**config.mk**
```make
export PLATFORM = sky130hd
export DESIGN_NAME = spi_data_shifter
export DESIGN_NICKNAME = d
export VERILOG_FILES = /design/src/rtl/spi_pkg.sv /design/src/rtl/spi_edge_detect.sv /design/src/rtl/spi_data_shifter.sv
export SDC_FILE = /design/constraint.sdc
export NUM_CORES = 1
export LEC_CHECK = 0
export BUFFER_PORTS_ARGS = -buffer_cell sky130_fd_sc_hd__buf_2
export CAP_MARGIN = 0
export CORE_MARGIN = 3
export CORE_UTILIZATION = 50
export CTS_BUF_LIST = sky130_fd_sc_hd__clkbuf_4 sky130_fd_sc_hd__clkbuf_8
export CTS_CLUSTER_DIAMETER = 120
export DETAILED_ROUTE_END_ITERATION = 10
export GPL_ROUTABILITY_DRIVEN = 1
export PLACE_DENSITY = 0.73
export SLEW_MARGIN = 15
export SYNTH_ARGS = -nofsm -noshare
export SYNTH_HDL_FRONTEND = slang
export SYNTH_SLANG_ARGS = --single-unit
```
**constraint.sdc**
```tcl
create_clock -name i_clk -period 2.23 [get_ports i_clk]
set_input_delay 0.3345 -clock i_clk [delete_from_list [all_inputs] [get_ports i_clk]]
set_output_delay 0.3345 -clock i_clk [all_outputs]
set_load 0.005 [all_outputs]
```
**src/rtl/spi_pkg.sv**
```systemverilog
// spi_pkg: shared SPI frame constants and data-shifter state encoding
package spi_pkg;
    typedef enum logic [1:0] {IDLE, LOADED, XFER, DONE} spi_state_t;
    localparam int SPI_DATA_W   = 8;
    localparam int SPI_WAIT_MAX = 15;
endpackage

```
**src/rtl/spi_edge_detect.sv**
```systemverilog
// spi_edge_detect: registered-history edge detector with enable gating
module spi_edge_detect (
    input  logic i_clk,
    input  logic i_reset,
    input  logic i_sig,
    input  logic i_en,
    output logic o_rise,
    output logic o_fall
);
    logic r_d;
    // history resets high because the SPI clock idles high
    always_ff @(posedge i_clk or posedge i_reset)
        if (i_reset) r_d <= 1'b1;
        else         r_d <= i_sig;
    assign o_rise = i_sig & ~r_d & i_en;
    assign o_fall = ~i_sig & r_d & i_en;
endmodule

```
**src/rtl/spi_data_shifter.sv**
```systemverilog
// spi_data_shifter: mode-3 MSB-first serialiser/deserialiser beside the SPI clock generator
module spi_data_shifter
    import spi_pkg::*;
#(
    parameter int DATA_W   = SPI_DATA_W,
    parameter int WAIT_MAX = SPI_WAIT_MAX
) (
    input  logic              i_clk,
    input  logic              i_reset,
    input  logic              i_tx_start,
    input  logic [DATA_W-1:0] i_tx_data,
    input  logic              i_spi_ss,
    input  logic              i_spi_clk,
    input  logic              i_spi_busy,
    input  logic              i_spi_miso,
    output logic              o_spi_mosi,
    output logic              o_tx_ready,
    output logic [DATA_W-1:0] o_rx_data,
    output logic              o_rx_valid,
    output logic              o_error
);
    localparam int BW = $clog2(DATA_W + 1);
    localparam int WW = $clog2(WAIT_MAX + 1);
    spi_state_t        state;
    logic [DATA_W-1:0] tx_sr, rx_sr;
    logic [BW-1:0]     bit_cnt;
    logic [WW-1:0]     wait_cnt;
    logic              spi_rise, spi_fall;
    spi_edge_detect u_edge (
        .i_clk  (i_clk),
        .i_reset(i_reset),
        .i_sig  (i_spi_clk),
        .i_en   (~i_spi_ss),
        .o_rise (spi_rise),
        .o_fall (spi_fall)
    );
    always_ff @(posedge i_clk or posedge i_reset)
        if (i_reset) begin
            state      <= IDLE;
            tx_sr      <= '0;
            rx_sr      <= '0;
            bit_cnt    <= '0;
            wait_cnt   <= '0;
            o_spi_mosi <= 1'b1;
            o_tx_ready <= 1'b1;
            o_rx_data  <= '0;
            o_rx_valid <= 1'b0;
            o_error    <= 1'b0;
        end else begin
            o_rx_valid <= 1'b0;
            o_error    <= 1'b0;
            case (state)
                IDLE: if (i_tx_start) begin
                    tx_sr      <= i_tx_data;
                    o_spi_mosi <= i_tx_data[DATA_W-1];
                    bit_cnt    <= '0;
                    wait_cnt   <= '0;
                    o_tx_ready <= 1'b0;
                    state      <= LOADED;
                end
                LOADED: if (!i_spi_ss) state <= XFER;
                else begin
                    if (wait_cnt != WW'(WAIT_MAX)) wait_cnt <= wait_cnt + 1'b1;
                    if (wait_cnt >= WW'(WAIT_MAX - 1)) begin
                        o_error    <= 1'b1;
                        o_spi_mosi <= 1'b1;
                        o_tx_ready <= 1'b1;
                        state      <= IDLE;
                    end
                end
                XFER: if (i_spi_ss || (spi_fall && bit_cnt == BW'(DATA_W))) begin
                    o_error    <= 1'b1;
                    o_spi_mosi <= 1'b1;
                    o_tx_ready <= 1'b1;
                    state      <= IDLE;
                end else if (spi_rise) begin
                    rx_sr   <= {rx_sr[DATA_W-2:0], i_spi_miso};
                    tx_sr   <= tx_sr << 1;
                    bit_cnt <= bit_cnt + 1'b1;
                    // last rise publishes the word directly so valid lands one cycle later
                    if (bit_cnt == BW'(DATA_W - 1)) begin
                        o_rx_data  <= {rx_sr[DATA_W-2:0], i_spi_miso};
                        o_rx_valid <= 1'b1;
                        o_spi_mosi <= 1'b1;
                        state      <= DONE;
                    end else o_spi_mosi <= tx_sr[DATA_W-2];
                end
                DONE: if (!i_spi_busy && i_spi_ss) begin
                    o_tx_ready <= 1'b1;
                    state      <= IDLE;
                end
                default: state <= IDLE;
            endcase
        end
endmodule

```
==> After elaboration in Yosys (flattened, before gate mapping) <==
Index checks and enable logic that the tools add are counted.
{ "classes": {"n_addsub": 2, "order_cmp": 1, "eq_ne": 17, "muxes": 38, "bitwise": 8, "reduce_logical": 15} }
{ "op_table": {"columns": ["operator", "count"], "rows": [
  ["2-to-1 mux 7 bit", 3],
  ["2-to-1 mux 4 bit", 5],
  ["2-to-1 mux 1 bit", 16],
  ["!= test 2 bit (second input constant)", 8],
  ["case mux 4 bit (2 select lines)", 2],
  ["AND reduction 5 bit", 3],
  ["2-to-1 mux 2 bit", 7],
  ["case mux 7 bit (2 select lines)", 1],
  ["AND reduction 4 bit", 3],
  ["!= test 3 bit (second input constant)", 3],
  ["adder 4 x 1 -> 4 bit (second input constant)", 2],
  ["case mux 2 bit (4 select lines)", 1],
  ["AND 1 bit", 4],
  ["== test 2 bit (second input constant)", 2],
  ["== test 4 x 3 -> 1 bit (second input constant)", 1],
  ["== test 4 bit (second input constant)", 1],
  [">= comparator 4 bit (second input constant)", 1],
  ["!= test 4 bit (second input constant)", 1],
  ["inverter 1 bit", 4],
  ["case mux 1 bit (4 select lines)", 1],
  ["nonzero test 2 bit", 2],
  ["case mux 1 bit (3 select lines)", 1],
  ["AND reduction 3 bit", 1],
  ["nonzero test 3 bit", 1],
  ["other kinds (6)", 7]
]} }
{ "word_totals": {"regBits": 37, "out_inout_bits": 12} }

==> Depth between registers and ports, before layout <==
Gate-level depths: netlist of the first run.
{ "logic_depth": {"depth_word": 7, "ltp_mapped": 9} }

==> By module <==
From an unflattened synthesis of the first run, not the netlist that was laid out.
{ "hier_totals": {"cells_unflattened": 158, "area_unflattened_um2": 1975.6} }
{ "modules_own_cells": {"columns": ["module", "n_inst", "cells_each", "area_each_um2"], "rows": [
  ["spi_data_shifter", 1, 154, 1928.1],
  ["spi_edge_detect", 1, 4, 47.5]
]} }

==> Worst setup path before layout of the first run <==
OpenSTA, ideal clock, no wires.
{ "synth_path": {"path_type": "reg-to-reg", "start": "register state[0]", "end": "register o_rx_data[0]", "setup_ns": 0.125, "arrival_ns": 1.705, "t_required_ns": 2.105, "path_slack_ns": 0.400, "path_stages_with_launch": 9, "path_buffers": 3, "synth_period_minus_slack_ns": 1.830, "path_cell_list": "dfrtp_1 > inv_1 > ha_1 > buf_2 > and4bb_1 > buf_6 > nor2b_4 > buf_6 > mux2_4"} }
{ "synth_via": {"elab_chain_cells": 2} }
{ "synth_lines": {"columns": ["element", "line", "rtl"], "rows": [
  ["start: declaration", "spi_data_shifter.sv:24", "spi_state_t state;"],
  ["start signal: assignment", "spi_data_shifter.sv:39", "state <= IDLE;"],
  ["start signal: assignment", "spi_data_shifter.sv:59", "state <= LOADED;"],
  ["start signal: assignment", "spi_data_shifter.sv:61", "LOADED: if (!i_spi_ss) state <= XFER;"],
  ["== test 2 bit", "spi_data_shifter.sv:52", "case (state)"],
  ["AND reduction 4 bit (no line)", null, null],
  ["end signal: assignment", "spi_data_shifter.sv:82", "o_rx_data <= {rx_sr[DATA_W-2:0], i_spi_miso};"],
  ["end: declaration", "spi_data_shifter.sv:18", "output logic [DATA_W-1:0] o_rx_data,"]
]} }
Every way passes these cells.
A chain may end at the register's enable or synchronous reset.

==> Worst setup path in the final report of the first run <==
{ "layout_path": {"start": "register state[0]", "end": "register bit_cnt[2]"} }
{ "layout_via": {"elab_chain_cells": 3, "elab_cells_between_ends": 8} }
{ "layout_lines": {"columns": ["element", "line", "rtl"], "rows": [
  ["== test 2 bit / logical NOT 2 bit (equally long branches)", "spi_data_shifter.sv:52", null],
  ["!= test 2 bit (no line) / nonzero test 2 bit (equally long branches)", null, null],
  ["AND reduction 4 bit (no line)", null, null],
  ["end signal: assignment", "spi_data_shifter.sv:79", "bit_cnt <= bit_cnt + 1'b1;"],
  ["end: declaration", "spi_data_shifter.sv:26", "logic [BW-1:0] bit_cnt;"]
]} }
Parallel ways exist; a longest one is shown, timed or not.

==> qor.csv, run 1 <==
stage;metric;value;unit
clock_tree;clk_latency;0.29;ns
global_routing;grt-ovfl-total;0;
floorplanning;dieHeight;69.1;um
clock_tree;numCtsBuffers;5;
drt;drtIter0Drc;66;
floorplanning;die_area;4770;sq um
global_routing;grt_max_degree;38;
pwr;power_frac_comb;35.2;%
sta;achievable-frequency;0.511;GHz
yosys;async_flop_share;100;%
yosys;syn-num-nets;200;
yosys;synth_edf_count;0;
sta;drv_slew;0;
yosys;synth_area;1990;sq um
sta;clock_skew;0.00692;ns
clock_tree;post_cts_resized;0;
pwr;p_sw_share;36.0;%
drt;via_count;1383;
pwr;ir_drop;0.474;mV
place;routabilityCongestion;0.794;
sta;timing.slew.headroom;61.9;%
drt;wl_per_cell;14.0;um
setup_path;crit_type;reg2reg;
sta;tightestPinTransition;0.570;ns
place;port_buffers;26;
pwr;switchingPower;0.780;mW
setup_path;end_kind;register;
pwr;p_int;1.38;mW
floorplanning;rows;22;
yosys;syn_inst;175;
setup_path;cp-start-kind;register;
drt;detail-route-antenna-nets;0;
yosys;yosysWarnings;0;
sta;rsz0062_at_grt;false;
drt;wirelength;3550;um
floorplanning;die_width;69.1;um
yosys;synth.avg_cell_area;11.4;sq um
run_status;status;completed;
layout;nets;229;
yosys;ys_ff_latch;37;
floorplanning;start_util;53.1;%
place;dp_cells;245;
min_path;hp-class;in2async;
clock_tree;cts_tree;built;
pwr;seqPwrFrac;43.9;%
clock_tree;cts.sinks;37;
setup_path;cp_data_arrival_time;2.16;ns
clock_tree;cts_hold_buffers;0;
layout;drive_above_1_share;29.8;%
global_routing;grt_pass1_vias;1365;
layout;layout_common_cells;dfrtp_1 (34), buf_2 (26), nand2_1 (15);
floorplanning;num_io_pins;27;
sta;fin_crit;1.96;ns
floorplanning;core_region_area;3740;sq um
sta;min_period_over_period;87.7;%
yosys;synth_top_flop_cell;dfrtp_1;
global_routing;grt_first_pass_wirelength;6100;um
clock_tree;clk_path_buf_depth;2;
global_routing;antenna_found_initial;0;
clock_tree;post_cts_buffers;0;
sta;setup_viol;0;
drt;first_pass_iters;4;
place;hpwl;2670;um
sta;hold_violations;0;
layout;final_cells;253;
pwr;power_leakage;1.09;nW
sta;fin_setup_tns;0;ns
clock_tree;cts_max_level;2;
yosys;ys_types;40;
drt;drc;0;
yosys;seq_area_frac_synth;46.7;%
setup_path;required;2.43;ns
flow_run;drv_cap;0;
clock_tree;cts-root-buf;clkbuf_8;
setup_path;critPathMaxFanout;14;
layout;layout_commonest_cell;dfrtp_1;
global_routing;grtUsageTotal;15.8;%
drt;viasPerCell;5.47;
pwr;p_per_area;972;nW/um^2
layout;diodes;0;
layout;syn2layout_area_growth;12.0;%
clock_tree;cts.clk_slew.worst_paths;0.08;ns
layout;final_util;59.5;%
pwr;clkPwrFrac;20.9;%
-- state kept, by name (all words and copies together) (netlist names) --
| signal | cells |
|---|---|
| o_rx_valid | 1 |
| o_error | 1 |
| o_rx_data | 8 |
| o_tx_ready | 1 |
| tx_sr | 7 |
| rx_sr | 7 |
| o_spi_mosi | 1 |
| state | 2 |
| bit_cnt | 4 |
| u_edge.r_d | 1 |
| wait_cnt | 4 |
-- cells in the mapped netlist, drive strengths merged, types with 5 or more instances --
| cell | instances | area share [%] |
|---|---|---|
| dfrtp | 34 | 43 |
| mux2 | 15 | 10 |
| nand2 | 15 | 2.8 |
| o21ai | 15 | 4.0 |
| ha | 10 | 6.3 |
| inv | 9 | 1.7 |
| buf | 8 | 3.4 |
| mux2i | 8 | 4.0 |
| nor2b | 8 | 2.9 |
| nor2 | 7 | 1.3 |
| o31ai | 5 | 1.9 |
-- metrics by stage --
step | total power, mW | worst slack (ns) | hold slack [ns] | instance area [sq um]
6_report | 2.17 | 0.274 | 0.130 | 2230
5_1_grt | 2.33 | 0.145 | 0.172 | 2230
4_1_cts | 2.18 | 0.287 | 0.149 | 2230
3_5_place_dp | 1.72 | 0.325 | 0.463 | 2140
3_3_place_gp | 1.68 | 0.398 | 0.452 | 2140
2_1_floorplan | 1.55 | 0.400 | 0.339 | 1990
-- layer usage --
layer | wire length (um) | part of all wire, % | track usage [%] | up-vias
li1 | - | - | - | 673
met1 | 1580 | 45 | 20.1 | 664
met2 | 1720 | 48 | 25.7 | 37
met3 | 181 | 5.1 | 4.23 | 9
met4 | 61 | 1.7 | 6.07 | 0
met5 | 0 | 0 | 0 | -
-- power by group through the flow --
stage          Combinational, mW  Sequential (mW)  Clock [mW]
2_1_floorplan              0.623            0.930           0
3_3_place_gp               0.733            0.946           0
3_5_place_dp               0.766            0.959           0
4_1_cts                    0.765            0.950       0.466
5_1_grt                    0.862            0.970       0.495
6_report                   0.762            0.951       0.452
-- worst paths after layout --
kind	startpoint	to	slack (ns)	cells past startpoint
min in group i_clk	i_spi_clk	u_edge.r_d	0.18	1
worst max register to register	state[0]	bit_cnt[2]	0.27	8
worst max-delay path	state[0]	bit_cnt[2]	0.27	8
max in group asynchronous	i_reset	u_edge.r_d	1.74	3
worst min register to register	o_spi_mosi	o_spi_mosi	0.47	2
worst min-delay path	i_reset	rx_sr[0]	0.13	3
-- worst max-delay path, stage by stage, from the launching register on --
cell	delay, ns
dfrtp_1	0.42
inv_1	0.14
ha_1	0.24
buf_4	0.25
nor2b_1	0.08
o21ai_2	0.33
buf_4	0.25
o21ai_1	0.09
o31ai_1	0.07
-- layout make-up --
class	count	area, sq um
fillers	327	1520
multi-input cells	121	958
flip-flops and latches	37	930
repair buffers	30	160
clock buffers	5	68.8
well taps	48	60.1
inverters	9	33.8
clock inverters	3	17.5
-- kinds of logic (layout without fill, tap and decap cells) --
| logic type | count (synthesis) | count (layout) | share of synthesized area [%] |
|---|---|---|---|
| simple gates | 49 | 49 | 13.7 |
| fa+ha+maj | 10 | 10 | 6.29 |
| flops | 37 | 37 | 46.7 |
| buf+inv | 17 | 47 | 5.09 |
| xor+xnor | 2 | 2 | 0.881 |
| mux | 23 | 23 | 14.0 |
| compound gates | 37 | 37 | 13.3 |
Note: power is estimated with default switching activity, not from simulation.
==> run 2: changes to the inputs <==
- CORE_MARGIN: 3 -> 1.5
- SLEW_MARGIN: 15 -> 20
==> run 2 against run 1 <==
  * Core utilization up 1.4 points
  * First-iteration DRC count grew 3.0%
  * Critical path type unchanged
  * Largest power group unchanged
  * Hold slack worse by 0.0028 ns
  * Largest cell class unchanged
  * Wire length rose by 4.3%
  * Clock power grew 58%
  * Design area up 2.3%
  * Fmax up 0.69%
  * Register-to-register slack barely moved
==> qor.csv, run 2 (synthesis results as in run 1) <==
stage;metric;value;unit
floorplanning;num_io_pins;27;
place;port_buffers;26;
clock_tree;cts.sinks;37;
clock_tree;cts_hold_buffers;0;
drt;drc;0;
setup_path;cp-start-kind;register;
layout;nets;229;
floorplanning;die_width;66.1;um
setup_path;timing.rr.end;tx_sr[6];
sta;finalWorstSetupSlack;0.287;ns
sta;drv_slew;0;
layout;drive_above_1_share;29.8;%
setup_path;rr_worst_depth;7;
setup_path;path_depth;7;
layout;syn2layout_area_growth;14.6;%
setup_path;critPathMaxFanout;15;
drt;wirelength;3700;um
sta;fin_crit;1.94;ns
clock_tree;cts_max_level;2;
setup_path;r2r_start;state[0];
drt;via_count;1359;
sta;min_period_over_period;87.1;%
drt;detail-route-antenna-nets;0;
setup_path;crit_buf_inv;3;
layout;layout_common_cells;dfrtp_1 (34), buf_2 (26), nand2_1 (15);
sta;fin_setup_tns;0;ns
floorplanning;core_region_area;3740;sq um
sta;rsz0062_at_grt;false;
global_routing;antenna_found_initial;0;
setup_path;crit_start;state[0];
drt;viasPerCell;5.37;
floorplanning;rows;22;
drt;first_pass_iters;4;
setup_path;r2r_slack;0.29;ns
setup_path;critical-path-top-delay-family;buffers and inverters;
pwr;power.total;2.44;mW
run_status;status;completed;
place;hpwl;2630;um
sta;hold_violations;0;
setup_path;path_cells;inv_1 > ha_1 > buf_4 > nor2b_1 > o21ai_2 > buf_4 > o21ai_0;
layout;largest_reg_flops;8;
pwr;p_per_area;1070;nW/um^2
setup_path;cp_common_cell;buf_4;
drt;drtIter0Drc;68;
layout;diodes;0;
global_routing;grt_max_degree;38;
place;postPlaceCellArea;2140;sq um
setup_path;crit_end;tx_sr[6];
setup_path;cpPeakStageDelay;0.42;ns
clock_tree;cts-root-buf;clkbuf_8;
clock_tree;cts.clk_slew.worst_paths;0.08;ns
layout;finalInstanceArea;2280;sq um
layout;layout_commonest_cell;dfrtp_1;
clock_tree;numCtsBuffers;5;
sta;clock_skew;0.00770;ns
drt;wl_per_cell;14.6;um
layout;top_regs;o_rx_data (8), rx_sr (7), tx_sr (7);
flow_run;drv_cap;0;
clock_tree;post_cts_resized;0;
global_routing;grt_first_pass_wirelength;6150;um
setup_path;crit_type;reg2reg;
pwr;ir_drop;0.546;mV
clock_tree;clk_path_buf_depth;2;
sta;tightestPinTransition;0.552;ns
place;pre_cts_slack;0.319;ns
clock_tree;clk_latency;0.30;ns
pwr;power_leakage;1.12;nW
global_routing;grtUsageTotal;19.3;%
setup_path;cp_data_arrival_time;2.11;ns
floorplanning;die_area;4370;sq um
setup_path;crit_path_top_delay_cell;dfrtp_1;
min_path;hp-class;in2async;
place;routabilityCongestion;0.915;
clock_tree;post_cts_buffers;0;
floorplanning;start_util;53.1;%
setup_path;end_kind;register;
global_routing;grt_pass1_vias;1301;
sta;holdWs;0.127;ns
layout;num-fill-cells;321;
layout;top_register;o_rx_data;
clock_tree;cts_tree;built;
sta;setup_viol;0;
global_routing;grt-ovfl-total;0;
sta;achievable-frequency;0.515;GHz
setup_path;required;2.40;ns
floorplanning;dieHeight;66.1;um
sta;timing.slew.headroom;63.1;%
==> run 2: cell types whose count changed in the layout (fill, tap and decap cells not counted) <==
cell        change
clkinv_2        -2
bufinv_16       +2
inv_6           +1
clkinvlp_4      -1
==> run 2: power breakdown <==
group / total [mW] / switching, mW / internal (mW)
combinational: 0.777 / 0.439 / 0.338
sequential: 0.946 / 0.113 / 0.833
clock: 0.716 / 0.265 / 0.450
==> run 2: final cells by class <==
| class | instances | area [sq um] | share of cell area [%] |
|---|---|---|---|
| multi-input combinational | 121 | 958 | 42.0 |
| sequential | 37 | 930 | 40.8 |
| tap | 48 | 60.1 | 2.63 |
| clock buffer | 5 | 68.8 | 3.02 |
| inverter | 9 | 33.8 | 1.48 |
| timing repair buffer | 30 | 160 | 7.03 |
| clock inverter | 3 | 68.8 | 3.02 |
==> run 2: how the worst min path moves through the flow <==
| stage | end | depth (start not counted) | from |
|---|---|---|---|
| floorplan | u_edge.r_d | 0 | i_spi_clk |
| global placement | o_spi_mosi | 2 | o_spi_mosi |
| detailed placement | o_rx_data[1] | 3 | i_reset |
| CTS | rx_sr[3] | 3 | i_reset |
| global route | u_edge.r_d | 1 | i_spi_clk |
| finish | rx_sr[3] | 3 | i_reset |
==> run 2: metal layers <==
| layer | vias to the layer above | global-route usage (%) | share of wire (%) |
|---|---|---|---|
| met5 | - | 0 | 0 |
| met4 | 0 | 6.38 | 1.5 |
| met3 | 7 | 6.47 | 4.5 |
| met2 | 28 | 30.3 | 48 |
| met1 | 652 | 25.1 | 46 |
| li1 | 672 | - | - |
==> run 2: worst min-delay path, delay by kind of cell <==
kind | cells | cell delay, ns
buffers and inverters | 3 | 0.52
==> run 2: stage by stage <==
stage	util [%]	instances
floorplan	-	175
global placement	57.2	245
detailed placement	57.2	245
CTS	60.9	253
global route	60.9	253
finish	60.9	253
==> run 3: changes to the inputs <==
- SYNTH_HIERARCHICAL: not set -> 1
==> run 3 against run 2 <==
  * Register-to-register slack worse by 0.14 ns
  * Clock-buffer cell count stayed put
  * Fmax is 6.6% lower
  * Clock power is 1% lower
  * Core utilization is 1.3 points higher
  * Worst setup slack worse by 0.14 ns
  * Critical path depth is 1 lower
  * Critical endpoint is now wait_cnt[3]
  * Power is 9.5% higher
  * Non-clock buffer count stayed put
  * Clock skew is 0.00088 ns lower
  * Global-route usage is 0.47 points higher
==> qor.csv, run 3 <==
stage;metric;value;unit
pwr;power_leakage;1.18;nW
layout;top_regs;o_rx_data (8), rx_sr (7), tx_sr (7);
sta;fin_crit;2.08;ns
sta;setup_viol;0;
layout;largest_reg_flops;8;
sta;fin_setup_tns;0;ns
clock_tree;cts_hold_buffers;0;
global_routing;grt_max_degree;37;
run_status;status;completed;
layout;top_register;o_rx_data;
drt;first_pass_iters;4;
floorplanning;start_util;53.2;%
yosys;syn_inst;158;
place;routabilityCongestion;0.846;
sta;drv_slew;0;
place;hpwl;2780;um
yosys;synth_top_cell_by_area;dfrtp_1;
drt;detail-route-antenna-nets;0;
pwr;p_per_area;1150;nW/um^2
drt;wirelength;3800;um
floorplanning;dieHeight;65.9;um
yosys;yosys-top-cells-count;dfrtp_1 (34), mux2_2 (22), inv_1 (11), ha_1 (10), nand2_1 (10);
yosys;syn-num-nets;183;
pwr;ir_drop;0.531;mV
clock_tree;cts.clk_slew.worst_paths;0.08;ns
setup_path;crit_type;reg2reg;
setup_path;r2r_start;state[1];
clock_tree;post_cts_resized;0;
sta;tightestPinTransition;0.525;ns
clock_tree;clk_path_buf_depth;2;
global_routing;grt_pass1_vias;1415;
setup_path;crit_start;state[1];
clock_tree;numCtsBuffers;5;
clock_tree;cts_tree;built;
setup_path;cp_data_arrival_time;2.26;ns
sta;timing.slew.headroom;65.0;%
sta;hold_violations;0;
global_routing;antenna_found_initial;0;
flow_run;drv_cap;0;
drt;viasPerCell;5.60;
layout;drive_above_1_share;39.4;%
yosys;synth_edf_count;0;
layout;syn2layout_area_growth;17.0;%
clock_tree;cts_max_level;2;
drt;drtIter0Drc;73;
yosys;async_flop_share;100;%
setup_path;cp-start-kind;register;
clock_tree;cts-root-buf;clkbuf_8;
sta;rsz0062_at_grt;false;
yosys;ys_types;45;
drt;wl_per_cell;15.7;um
drt;drc;0;
yosys;ys_ff_latch;37;
global_routing;grt_first_pass_wirelength;6490;um
clock_tree;post_cts_buffers;0;
floorplanning;core_region_area;3720;sq um
layout;layout_commonest_cell;dfrtp_1;
setup_path;end_kind;register;
yosys;synth_top_flop_cell;dfrtp_1;
sta;clock_skew;0.00683;ns
yosys;synthTopCellsByArea;dfrtp_1 (43%), mux2_2 (13%), ha_1 (6.3%);
yosys;seq_area_frac_synth;47.1;%
floorplanning;num_io_pins;27;
layout;diodes;0;
global_routing;grt-ovfl-total;0;
clock_tree;cts.sinks;37;
floorplanning;die_width;65.9;um
clock_tree;clk_latency;0.30;ns
yosys;yosysTopAreaCellShare;43.1;%
layout;layout_common_cells;dfrtp_1 (34), buf_2 (26), mux2_2 (22);
min_path;hp-class;in2async;
sta;achievable-frequency;0.481;GHz
setup_path;required;2.41;ns
layout;nets;217;
drt;via_count;1350;
sta;min_period_over_period;93.3;%
floorplanning;die_area;4340;sq um
yosys;synth_area;1980;sq um
yosys;yosysWarnings;6;
place;port_buffers;26;
global_routing;grtUsageTotal;19.8;%
setup_path;critPathMaxFanout;10;
yosys;synth.avg_cell_area;12.5;sq um
floorplanning;rows;22;
yosys;yosysMostFrequentCell;dfrtp_1;
layout;final_util;62.2;%
[run 3: changes by cell type after synthesis, sizes merged, moves of 3 or more]
cell and change:
buf -5, a31oi +3, o31ai -4, mux2i -4, mux2 +15, nand2 -5, o21ai -9, nor2 -4
[run 3: worst paths after layout]
path | slack [ns] | depth (start not counted) | to
worst min-delay path | 0.03 | 2 | u_edge/r_d
min in group i_clk | 0.16 | 1 | u_edge/r_d
worst min register to register | 0.48 | 2 | o_tx_ready
max in group asynchronous | 1.77 | 3 | o_tx_ready
worst max-delay path | 0.15 | 6 | wait_cnt[3]
worst max register to register | 0.15 | 6 | wait_cnt[3]
[run 3: kinds of logic (layout without fill, tap and decap cells)]
| family | after synthesis | count (layout) | synth area share (%) |
|---|---|---|---|
| AOI/OAI and AO/OA | 26 | 26 | 10.1 |
| adders and majority gates | 10 | 10 | 6.33 |
| buffers and inverters | 14 | 49 | 3.17 |
| DFF | 37 | 37 | 47.1 |
| muxes | 34 | 34 | 20.3 |
| and+or+nand+nor | 37 | 37 | 13.0 |
[run 3: worst max-delay path: stages (launching register included)]
cell and delay [ns]:
dfrtp_1 0.43, inv_1 0.12, ha_1 0.38, nand2_1 0.14, a31oi_2 0.36, o21ai_0 0.20, a211o_1 0.33
[run 3: area by class of cell]
class / count / area [sq um]
Fill cell: 297 / 1400
Multi-Input combinational cell: 107 / 983
Sequential cell: 37 / 930
Timing Repair Buffer: 30 / 160
Clock buffer: 5 / 68.8
Clock inverter: 3 / 68.8
Tap cell: 48 / 60.1
Inverter: 11 / 41.3
[run 3: power by group]
group	total (mW)	internal (mW)	switching, mW
clock network	0.706	0.450	0.255
registers	0.968	0.836	0.132
logic	0.995	0.514	0.481
total	2.67	1.80	0.869
[run 3: layer usage]
metal,wire length [um],up-vias,GRT usage [%]
met4,56,0,7.55
met1,1710,677,24.2
li1,-,640,-
met5,0,-,0
met3,133,7,4.60
met2,1890,26,33.6
[run 3: through the flow]
step | total power, mW | area, sq um | hold slack, ns | setup slack [ns] | std cells
finish | 2.67 | 2310 | 0.0331 | 0.150 | 241
global placement | 1.93 | 2170 | 0.341 | 0.229 | 233
detailed placement | 1.98 | 2170 | 0.344 | 0.130 | 233
CTS | 2.69 | 2310 | 0.0293 | 0.164 | 241
global route | 2.83 | 2310 | 0.0313 | 0.00986 | 241
floorplan | 1.74 | 1980 | 0.224 | 0.464 | 158
